==> config.mk <==
export PLATFORM = sky130hd
export DESIGN_NAME = display_scan_ctrl
export DESIGN_NICKNAME = d
export VERILOG_FILES = /design/src/rtl/display_pkg.sv /design/src/rtl/slot_timer.sv /design/src/rtl/display_scan_ctrl.sv
export SDC_FILE = /design/constraint.sdc
export NUM_CORES = 1
export LEC_CHECK = 0
export ABC_AREA = 1
export CORE_AREA = 2 2 86 67
export CTS_CLUSTER_SIZE = 14
export DETAILED_ROUTE_END_ITERATION = 10
export DIE_AREA = 0 0 88 69
export PLACE_DENSITY = 0.82
export SLEW_MARGIN = 20
export SYNTH_ARGS = -nofsm -noshare
export SYNTH_HDL_FRONTEND = slang
export SYNTH_SLANG_ARGS = --single-unit
==> constraint.sdc <==
create_clock -name Clk -period 3.5 [get_ports Clk]
set_clock_uncertainty 0.05 [all_clocks]
set_input_delay 0.35 -clock Clk [delete_from_list [all_inputs] [get_ports Clk]]
set_output_delay 0.35 -clock Clk [all_outputs]
set_load 0.01 [all_outputs]
==> src/rtl/display_pkg.sv <==
`default_nettype none
// +----------------------------------------------------------------------------+
// | display_pkg : shared constants, scan state type and digit-search helpers   |
// | Revision    : 1.0                                                          |
// +----------------------------------------------------------------------------+
package display_pkg;

    localparam logic [6:0] SEG_OFF = 7'h7F;
    localparam logic [3:0] DIG_OFF = 4'hF;

    typedef enum logic [0:0] {
        ST_BLANK = 1'b0,
        ST_SHOW  = 1'b1
    } scan_state_t;

    // Next set mask bit after idx, wrapping 3->0; idx itself is the last
    // candidate, and an empty mask leaves idx unchanged.
    function automatic logic [1:0] next_set_idx(input logic [3:0] mask,
                                                input logic [1:0] idx);
        logic [1:0] r;
        logic [1:0] j;
        r = idx;
        for (int k = 4; k >= 1; k--) begin
            j = idx + 2'(k);
            if (mask[j]) begin
                r = j;
            end
        end
        return r;
    endfunction

    function automatic logic [1:0] lowest_set_idx(input logic [3:0] mask);
        logic [1:0] r;
        r = 2'd0;
        for (int i = 3; i >= 0; i--) begin
            if (mask[i]) begin
                r = 2'(i);
            end
        end
        return r;
    endfunction

endpackage
`default_nettype wire

==> src/rtl/slot_timer.sv <==
`default_nettype none
// +----------------------------------------------------------------------------+
// | slot_timer : per-slot cycle counter with blank-end and slot-end strobes    |
// | Revision   : 1.0                                                           |
// +----------------------------------------------------------------------------+
module slot_timer #(
    parameter int TICK_DIV  = 50000,
    parameter int BLANK_CYC = 8
)(
    input  logic Clk,
    input  logic Rst,
    input  logic i_clr,
    output logic o_blank_done,
    output logic o_slot_done,
    output logic o_show_first
);

    localparam int            CW          = $clog2(TICK_DIV);
    localparam logic [CW-1:0] c_LAST      = CW'(TICK_DIV - 1);
    localparam logic [CW-1:0] c_BLANK_END = CW'(BLANK_CYC - 1);
    localparam logic [CW-1:0] c_SHOW_1ST  = CW'(BLANK_CYC);

    logic [CW-1:0] r_cnt;

    always_ff @(posedge Clk or negedge Rst) begin
        if (!Rst) begin
            r_cnt <= '0;
        end else if (i_clr || (r_cnt == c_LAST)) begin
            r_cnt <= '0;
        end else begin
            r_cnt <= r_cnt + 1'b1;
        end
    end

    // A pending clear suppresses the strobes so the FSM cannot leave BLANK.
    assign o_blank_done = !i_clr && (r_cnt == c_BLANK_END);
    assign o_slot_done  = !i_clr && (r_cnt == c_LAST);
    assign o_show_first = (r_cnt == c_SHOW_1ST);

endmodule
`default_nettype wire

==> src/rtl/display_scan_ctrl.sv <==
`default_nettype none
// +----------------------------------------------------------------------------+
// | display_scan_ctrl : 4-digit common-anode 7-seg scan with blanking & blink  |
// | Revision          : 1.0                                                    |
// +----------------------------------------------------------------------------+
module display_scan_ctrl
    import display_pkg::*;
#(
    parameter int TICK_DIV     = 50000,
    parameter int BLANK_CYC    = 8,
    parameter int BLINK_FRAMES = 64
)(
    input  logic       Clk,
    input  logic       Rst,
    input  logic       En,
    input  logic [3:0] Dig_Mask,
    input  logic [6:0] Seg0,
    input  logic [6:0] Seg1,
    input  logic [6:0] Seg2,
    input  logic [6:0] Seg3,
    input  logic [3:0] Dp_Mask,
    input  logic       Erro,
    output logic [3:0] SEG_D,
    output logic [6:0] SEGs,
    output logic       SEG_P,
    output logic [1:0] Scan_Idx,
    output logic       Frame_Start
);

    localparam int            BW           = (BLINK_FRAMES > 1) ? $clog2(BLINK_FRAMES) : 1;
    localparam logic [BW-1:0] c_BLINK_LAST = BW'(BLINK_FRAMES - 1);

    scan_state_t r_state;
    scan_state_t w_state_nxt;

    logic [1:0]    r_idx;
    logic [6:0]    r_snap;
    logic          r_dp;
    logic          r_valid;
    logic [BW-1:0] r_bcnt;
    logic          r_phase;

    logic       w_clr;
    logic       w_blank_done;
    logic       w_slot_done;
    logic       w_show_first;
    logic [6:0] w_seg_sel;
    logic [1:0] w_low_idx;
    logic       w_frame;
    logic       w_wrap;
    logic       w_phase_eff;
    logic       w_blink_off;
    logic [3:0] w_seg_d;
    logic [6:0] w_segs;
    logic       w_seg_p;

    // An empty mask parks the scan at the top of BLANK.
    assign w_clr = !En || ((r_state == ST_BLANK) && (Dig_Mask == 4'h0));

    slot_timer #(
        .TICK_DIV  (TICK_DIV),
        .BLANK_CYC (BLANK_CYC)
    ) u_slot_timer (
        .Clk          (Clk),
        .Rst          (Rst),
        .i_clr        (w_clr),
        .o_blank_done (w_blank_done),
        .o_slot_done  (w_slot_done),
        .o_show_first (w_show_first)
    );

    always_ff @(posedge Clk or negedge Rst) begin
        if (!Rst) begin
            r_state <= ST_BLANK;
        end else begin
            r_state <= w_state_nxt;
        end
    end

    always_comb begin
        w_state_nxt = r_state;
        if (!En) begin
            w_state_nxt = ST_BLANK;
        end else begin
            case (r_state)
                ST_BLANK: if (w_blank_done) w_state_nxt = ST_SHOW;
                ST_SHOW:  if (w_slot_done)  w_state_nxt = ST_BLANK;
                default:  w_state_nxt = ST_BLANK;
            endcase
        end
    end

    always_comb begin
        w_seg_sel = Seg0;
        case (r_idx)
            2'd1:    w_seg_sel = Seg1;
            2'd2:    w_seg_sel = Seg2;
            2'd3:    w_seg_sel = Seg3;
            default: w_seg_sel = Seg0;
        endcase
    end

    // The snapshot is taken once per slot so mid-slot source updates never tear.
    always_ff @(posedge Clk or negedge Rst) begin
        if (!Rst) begin
            r_idx   <= 2'd0;
            r_snap  <= SEG_OFF;
            r_dp    <= 1'b0;
            r_valid <= 1'b0;
        end else if (!En) begin
            r_idx   <= lowest_set_idx(Dig_Mask);
            r_valid <= 1'b0;
        end else if ((r_state == ST_SHOW) && w_slot_done) begin
            r_idx   <= next_set_idx(Dig_Mask, r_idx);
        end else if ((r_state == ST_BLANK) && w_blank_done) begin
            r_snap  <= w_seg_sel;
            r_dp    <= Dp_Mask[r_idx];
            r_valid <= Dig_Mask[r_idx];
        end
    end

    assign w_low_idx = lowest_set_idx(Dig_Mask);
    assign w_frame   = En && (r_state == ST_SHOW) && w_show_first && r_valid
                       && Dig_Mask[r_idx] && (r_idx == w_low_idx);
    assign w_wrap    = w_frame && (r_bcnt == c_BLINK_LAST);

    always_ff @(posedge Clk or negedge Rst) begin
        if (!Rst) begin
            r_bcnt  <= '0;
            r_phase <= 1'b1;
        end else if (!En) begin
            r_bcnt  <= r_bcnt;
            r_phase <= r_phase;
        end else if (!Erro) begin
            r_bcnt  <= '0;
            r_phase <= 1'b1;
        end else if (w_wrap) begin
            r_bcnt  <= '0;
            r_phase <= ~r_phase;
        end else if (w_frame) begin
            r_bcnt  <= r_bcnt + 1'b1;
        end
    end

    // Phase flips take effect on the frame's first SHOW cycle, not one later.
    assign w_phase_eff = (Erro && w_wrap) ? ~r_phase : r_phase;
    assign w_blink_off = Erro && !w_phase_eff;

    always_comb begin
        w_seg_d = DIG_OFF;
        w_segs  = SEG_OFF;
        w_seg_p = 1'b1;
        if (En && (r_state == ST_SHOW) && r_valid) begin
            w_seg_d = ~(4'b0001 << r_idx);
            if (!w_blink_off) begin
                w_segs  = r_snap;
                w_seg_p = ~r_dp;
            end
        end
    end

    always_ff @(posedge Clk or negedge Rst) begin
        if (!Rst) begin
            SEG_D       <= DIG_OFF;
            SEGs        <= SEG_OFF;
            SEG_P       <= 1'b1;
            Scan_Idx    <= 2'd0;
            Frame_Start <= 1'b0;
        end else begin
            SEG_D       <= w_seg_d;
            SEGs        <= w_segs;
            SEG_P       <= w_seg_p;
            Scan_Idx    <= r_idx;
            Frame_Start <= w_frame;
        end
    end

endmodule
`default_nettype wire
== Word level (Yosys, flattened, before mapping) ==
Cells that the tools add are included.
W data, S select, Z words.

* Add/sub/neg operators: 5
* Order comparisons: 4
* Eq/ne operators: 14
* Shifts and indexed selects: 1
* Mux-type cells: 39
* Bitwise gates (word level): 5
* Reduce and logical (&&, ||, !) cells: 25

{| class="wikitable"
|+ Operators by type and width
! cell !! count
|-
| $pmux W7 S3 || 1
|-
| $mux W2 || 9
|-
| $mux W6 || 3
|-
| $add A16 B1 Y16 const B || 1
|-
| $eq A16 B16 Y1 const B || 1
|-
| $eq A16 B3 Y1 const B || 1
|-
| $eq A16 B4 Y1 const B || 1
|-
| $mux W1 || 16
|-
| $mux W16 || 1
|-
| $logic_and A1 B1 Y1 || 14
|-
| $mux W7 || 2
|-
| $lt A2 B3 Y1 const B || 4
|-
| $bmux W1 S2 || 5
|-
| $reduce_and A2 Y1 || 4
|-
| $add A6 B1 Y6 const B || 1
|-
| $eq A6 B6 Y1 const B || 1
|-
| $ne A2 B1 Y1 const B || 3
|-
| $add A2 B2 Y2 const B || 2
|-
| $eq A2 B2 Y1 const B || 2
|-
| $logic_not A4 Y1 || 1
|-
| $mux W4 || 1
|-
| $ne A4 B1 Y1 const B || 1
|-
| $not A1 Y1 || 4
|-
| $not A4 Y4 || 1
|-
| other kinds (10) || 13
|}

* Register bits: 50
* Input port bits: 40
* Output and inout port bits: 15
* Logic and storage cells: 106

== Logic depth before layout (Yosys ltp) ==
* Depth after elaboration: 13
* Mapped depth: 12
* Gate-level depth less buffers: 12

== Modules after synthesis ==
From an unflattened synthesis, not the netlist that was laid out.

* Cell total of the unflattened synthesis: 379
* Area total of the unflattened synthesis: 2,889.0 um2

{| class="wikitable"
|+ Modules (own cells, without submodules)
! module !! times used !! cells each !! area an instance (um2) !! seq. area each (um2)
|-
| display_scan_ctrl || 1 || 243 || 1,920.6 || 875.8
|-
| slot_timer || 1 || 136 || 968.4 || 400.4
|}

== Worst setup path before layout ==
OpenSTA, ideal clock, no wires.

* Path kind: register -> register
* Start: register u_slot_timer.r_cnt[0]
* End: register u_slot_timer.r_cnt[14]
* Setup time: 136 ps
* Data arrival time: 1,513 ps
* Data required time: 3,314 ps
* Path slack: 1,801 ps
* Cell stages (with the launch flop): 11
* Period minus slack after synthesis: 1,699 ps
* Cell sequence: dfrtp_1 > ha_1 > nand2_1 > nor2_2 > nand3_1 > nor2_1 > nand2_1 > nor2_1 > nand2_1 > o21ai_0 > a21oi_1

* Cells in the longest elaborated chain, start to end: 3
* Elaborated cells between the ends (all ways): 4

{| class="wikitable"
|+ Ends and longest elaborated chain
! what !! line !! RTL
|-
| start, declared || slot_timer.sv:23 || <nowiki>logic [CW-1:0] r_cnt;</nowiki>
|-
| start signal, assigned || slot_timer.sv:31 || <nowiki>r_cnt <= r_cnt + 1'b1;</nowiki>
|-
| branches (longest 2 deep; another with $add A16 B1 Y16) || - ||
|-
| $mux W16 (*) || slot_timer.sv:28 || <nowiki>end else if (i_clr || (r_cnt == c_LAST)) begin</nowiki>
|}

Mark *: on every way between the ends.
A chain may end at the register's enable or synchronous reset.

== Worst setup path in the final report ==
* Start: input En
* End: register SEGs[0]

* Cells in the longest elaborated chain, start to end: 12
* Elaborated cells between the ends (all ways): 13

{| class="wikitable"
|+ Ends and longest elaborated chain
! what !! line !! RTL
|-
| start, declared || display_scan_ctrl.sv:15 || <nowiki>input logic En,</nowiki>
|-
| $logic_and A1 B1 Y1 (*) || display_scan_ctrl.sv:123, display_scan_ctrl.sv:153 ||
|-
| $logic_and A1 B1 Y1 (2 in series) || display_scan_ctrl.sv:123 || <nowiki>assign w_frame = En && (r_state == ST_SHOW) && w_show_first && r_valid</nowiki>
|-
| $logic_and A1 B1 Y1 (2 in series) || display_scan_ctrl.sv:124 || <nowiki>&& Dig_Mask[r_idx] && (r_idx == w_low_idx);</nowiki>
|-
| $logic_and A1 B1 Y1 || display_scan_ctrl.sv:125 || <nowiki>assign w_wrap = w_frame && (r_bcnt == c_BLINK_LAST);</nowiki>
|-
| $logic_and A1 B1 Y1 || display_scan_ctrl.sv:146 || <nowiki>assign w_phase_eff = (Erro && w_wrap) ? ~r_phase : r_phase;</nowiki>
|-
| $mux W1 || display_scan_ctrl.sv:146 ||
|-
| $logic_not A1 Y1 || display_scan_ctrl.sv:147 || <nowiki>assign w_blink_off = Erro && !w_phase_eff;</nowiki>
|-
| $logic_and A1 B1 Y1 || display_scan_ctrl.sv:147 ||
|-
| $mux W7 || display_scan_ctrl.sv:155 || <nowiki>if (!w_blink_off) begin</nowiki>
|-
| $mux W7 (*) || display_scan_ctrl.sv:153 || <nowiki>if (En && (r_state == ST_SHOW) && r_valid) begin</nowiki>
|-
| net w_segs[0] || display_scan_ctrl.sv:54 || <nowiki>logic [6:0] w_segs;</nowiki>
|-
| end signal, assigned || display_scan_ctrl.sv:171 || <nowiki>SEGs <= w_segs;</nowiki>
|-
| end, declared || display_scan_ctrl.sv:24 || <nowiki>output logic [6:0] SEGs,</nowiki>
|}

The timed path passes the listed nets; every way through them passes the cells marked *.

==> metrics.md <==
| Metric | Value |
|---|---|
| Diodes inserted | `0` |
| Htree depth | `2` |
| # IOs | `55` |
| Crit-path slowest cell | `clkdlybuf4s50_1` |
| Worst setup EP type | `flip-flop` |
| FMAX | `around 420 MHz` |
| Max clock buf depth | `2` |
| Syn_nets | `421` |
| GPL Wtd Cong | `roughly 0.91` |
| Detailed-route via count | `~2,600` |
| First-pass GRT wire length | `between 10,000 and 15,000 µm` |
| Outcome | `finished, final reports clean` |
| Iteration-0 DRC Markers | `about 170` |
| Post-Synthesis Cells | `between 300 and 400` |
| Clk slew on worst S/H paths | `roughly 90 ps` |
| ANT nets after route | `0` |
| Yosys warning count | `0` |
| Async set-reset flop share out of synthesis | `100%` |
| Reg2reg setup slack | `about 1400 ps` |
| Setup Buffers After CTS | `0` |
| IO buf count | `between 50 and 60` |
| Tmin final | `2380 ps` |
| CP Data Arrival Time | `2570 ps` |
| Endpoints failing hold | `0` |
| CTS tree | `done` |
| Cell variety after synth | `26` |
| Drt first pass iters | `5` |
| Crit Path Class | `in2reg` |
| Main synth FF type | `dfrtp_1` |
| Rel. slew slack | `around 63%` |
| Placeable Area | `~5200 µm²` |
| Synthesized area | `2790 µm²` |
| RSZ-0062 raised after global routing | `false` |
| Area growth syn-to-layout | `25.4%` |
| Initial core utilization | `around 54%` |
| Pwr/cell area | `439 nW/µm²` |
| Share of the yosys chip area belonging to registers | `between 40% and 50%` |
| Power Total | `between 1500 and 2000 µW` |
| Worst path cell trace | `clkdlybuf4s50_1 -> nand3_2 -> inv_1 -> nand2_1 -> nor2_1 -> nand4_1 -> nand2_1 -> nand2_1 -> nand2_2 -> nand2_1` |
| Worst-Margin Slew | `approximately 560 ps` |
| Final critical-path share of the clock period | `between 60% and 70%` |
| WP data required | `about 3700 ps` |
| Worst hold-check path type | `reg2reg` |
| Wire length per cell | `between 10 and 15 µm` |
| Synth Area per Inst | `about 7.5 µm²` |
| Overall routing resource usage | `a little under a quarter` |
| Row cnt | `23` |
| Number of synthesized register bits | `50` |
| Initial antenna violation count | `0` |
| Max cap viols | `0` |
| Die footprint | `between 6000 and 7000 µm²` |
| Layout cells sized above 1 | `around 9%` |
| Post-DP HPWL | `5070 µm` |
| Nets | `about 480` |
| Vias per std cell | `5.17` |
| Gr ovfl total | `0` |
| TritonCTS Sinks | `50` |
| Max incr delay on CP | `between 800 and 900 ps` |
| Die W | `between 80 and 90 µm` |
| Setup crit start kind | `input port` |
| Die Ht | `69 µm` |
| CTS buffer count | `5` |
| Most common cell on crit path | `nand2_1` |
| EDFF count, synth | `0` |
| Hold path cells | `2` |
| Insertion delay to the later sink of the worst-skew pair | `310 ps` |
| Peak supply drop | `approximately 0.33 mV` |
| Lkg Pwr | `~0.0016 µW` |
| Post-Route WL | `between 6000 and 7000 µm` |
| Worst-path maximum fanout | `15` |
| Root Buffer | `clkbuf_8` |
| Register-to-Register Path Depth | `9` |
| Pins Over Slew Limit | `0` |
| Vias in the first global route | `about 2,400` |
| Pin count of the biggest net entering global routing | `32` |
| Setup violators final | `0` |
| Setup tns final | `0 ps` |
| Remaining routing DRC violations | `0` |
flip-flops by register name (all words and copies together) (netlist names), 2 cells and up:
signal and count:
SEG_D 4, SEGs 7, Scan_Idx 2, r_bcnt 6, r_idx 2, r_snap 7
u_slot_timer.r_cnt 16
synth_stat cells, drive strengths merged (3+ instances only):
cell / count / area share, %
nand4: 5 / 1.1
ha: 8 / 3.6
inv: 47 / 6.3
o21ai: 20 / 3.6
clkbuf: 6 / 0.81
a21oi: 9 / 1.6
nor2: 57 / 7.8
dfstp: 20 / 19
nor3: 11 / 2.0
nor3b: 3 / 0.81
a22o: 7 / 2.2
nand2: 109 / 15
nand3: 24 / 4.7
o22ai: 8 / 1.8
dfrtp: 30 / 27
worst max-delay path: cells and delay by family:
kind          cells  cell delay [ps]
simple gates      8             1130
buf+inv           2             1070
through the flow:
step / util, % / hold slack, ps / setup WS (ps) / instances / instance area [µm²]
final: 67.1 / 444 / 1120 / 504 / 3490
after global routing: 67.1 / 460 / 888 / 504 / 3490
after CTS: 67.1 / 442 / 1180 / 504 / 3490
after detailed placement: 65.1 / 276 / 864 / 495 / 3390
after global placement: 65.1 / 269 / 999 / 495 / 3390
after floorplan: - / 4.41 / 1800 / 373 / 2790
metal layers:
layer	vias up	global-route usage (%)	wire length (µm)
li1	1306	-	-
met5	-	0	0
met3	11	4.67	519
met1	1192	33.7	3030
met2	96	35.5	3020
met4	0	8.38	103
kinds of logic after synthesis:
family / count (synthesis) / share of synthesized area (%)
simple gates: 210 / 32.0
buf+inv: 55 / 7.50
flops: 50 / 45.8
fa+ha+maj: 8 / 3.59
compound gates: 49 / 10.8
xor+xnor: 1 / 0.314
final timing paths:
path | end | from
max reg2reg | r_idx[0] | r_idx[0]
max in group asynchronous | SEG_P | Rst
min | r_snap[5] | r_snap[5]
max | SEGs[0] | En
min reg2reg | r_snap[5] | r_snap[5]
min in group asynchronous | u_slot_timer.r_cnt[9] | Rst
placed cells by master, fill, tap and decap left out, types with 9 or more instances in the layout:
cell type,n
o21ai_0,18
nand2_1,106
nand3_1,22
nor2_1,56
a21oi_1,9
dfstp_2,20
inv_1,47
dfrtp_1,30
clkdlybuf4s50_1,53
nor3_1,11
timing repair:
item / in CTS / in global routing
gates resized for setup: 0 / 0
endpoints found under the hold margin: 17 / 0
hold buffers: 1 / 0
report_power, final:
group / internal [µW] / switching, µW
sequential: 622 / 53.8
clock: 145 / 200
combinational: 209 / 305
cell type report:
class                   count  area [µm²]
fillers                   434        1710
clock inverters             3        23.8
clock buffers               5        68.8
well taps                  75        93.8
repair buffers             56         553
multi-input cells         268        1300
inverters                  47         176
flip-flops and latches     50        1280
Power figures use the tool's default switching activity.
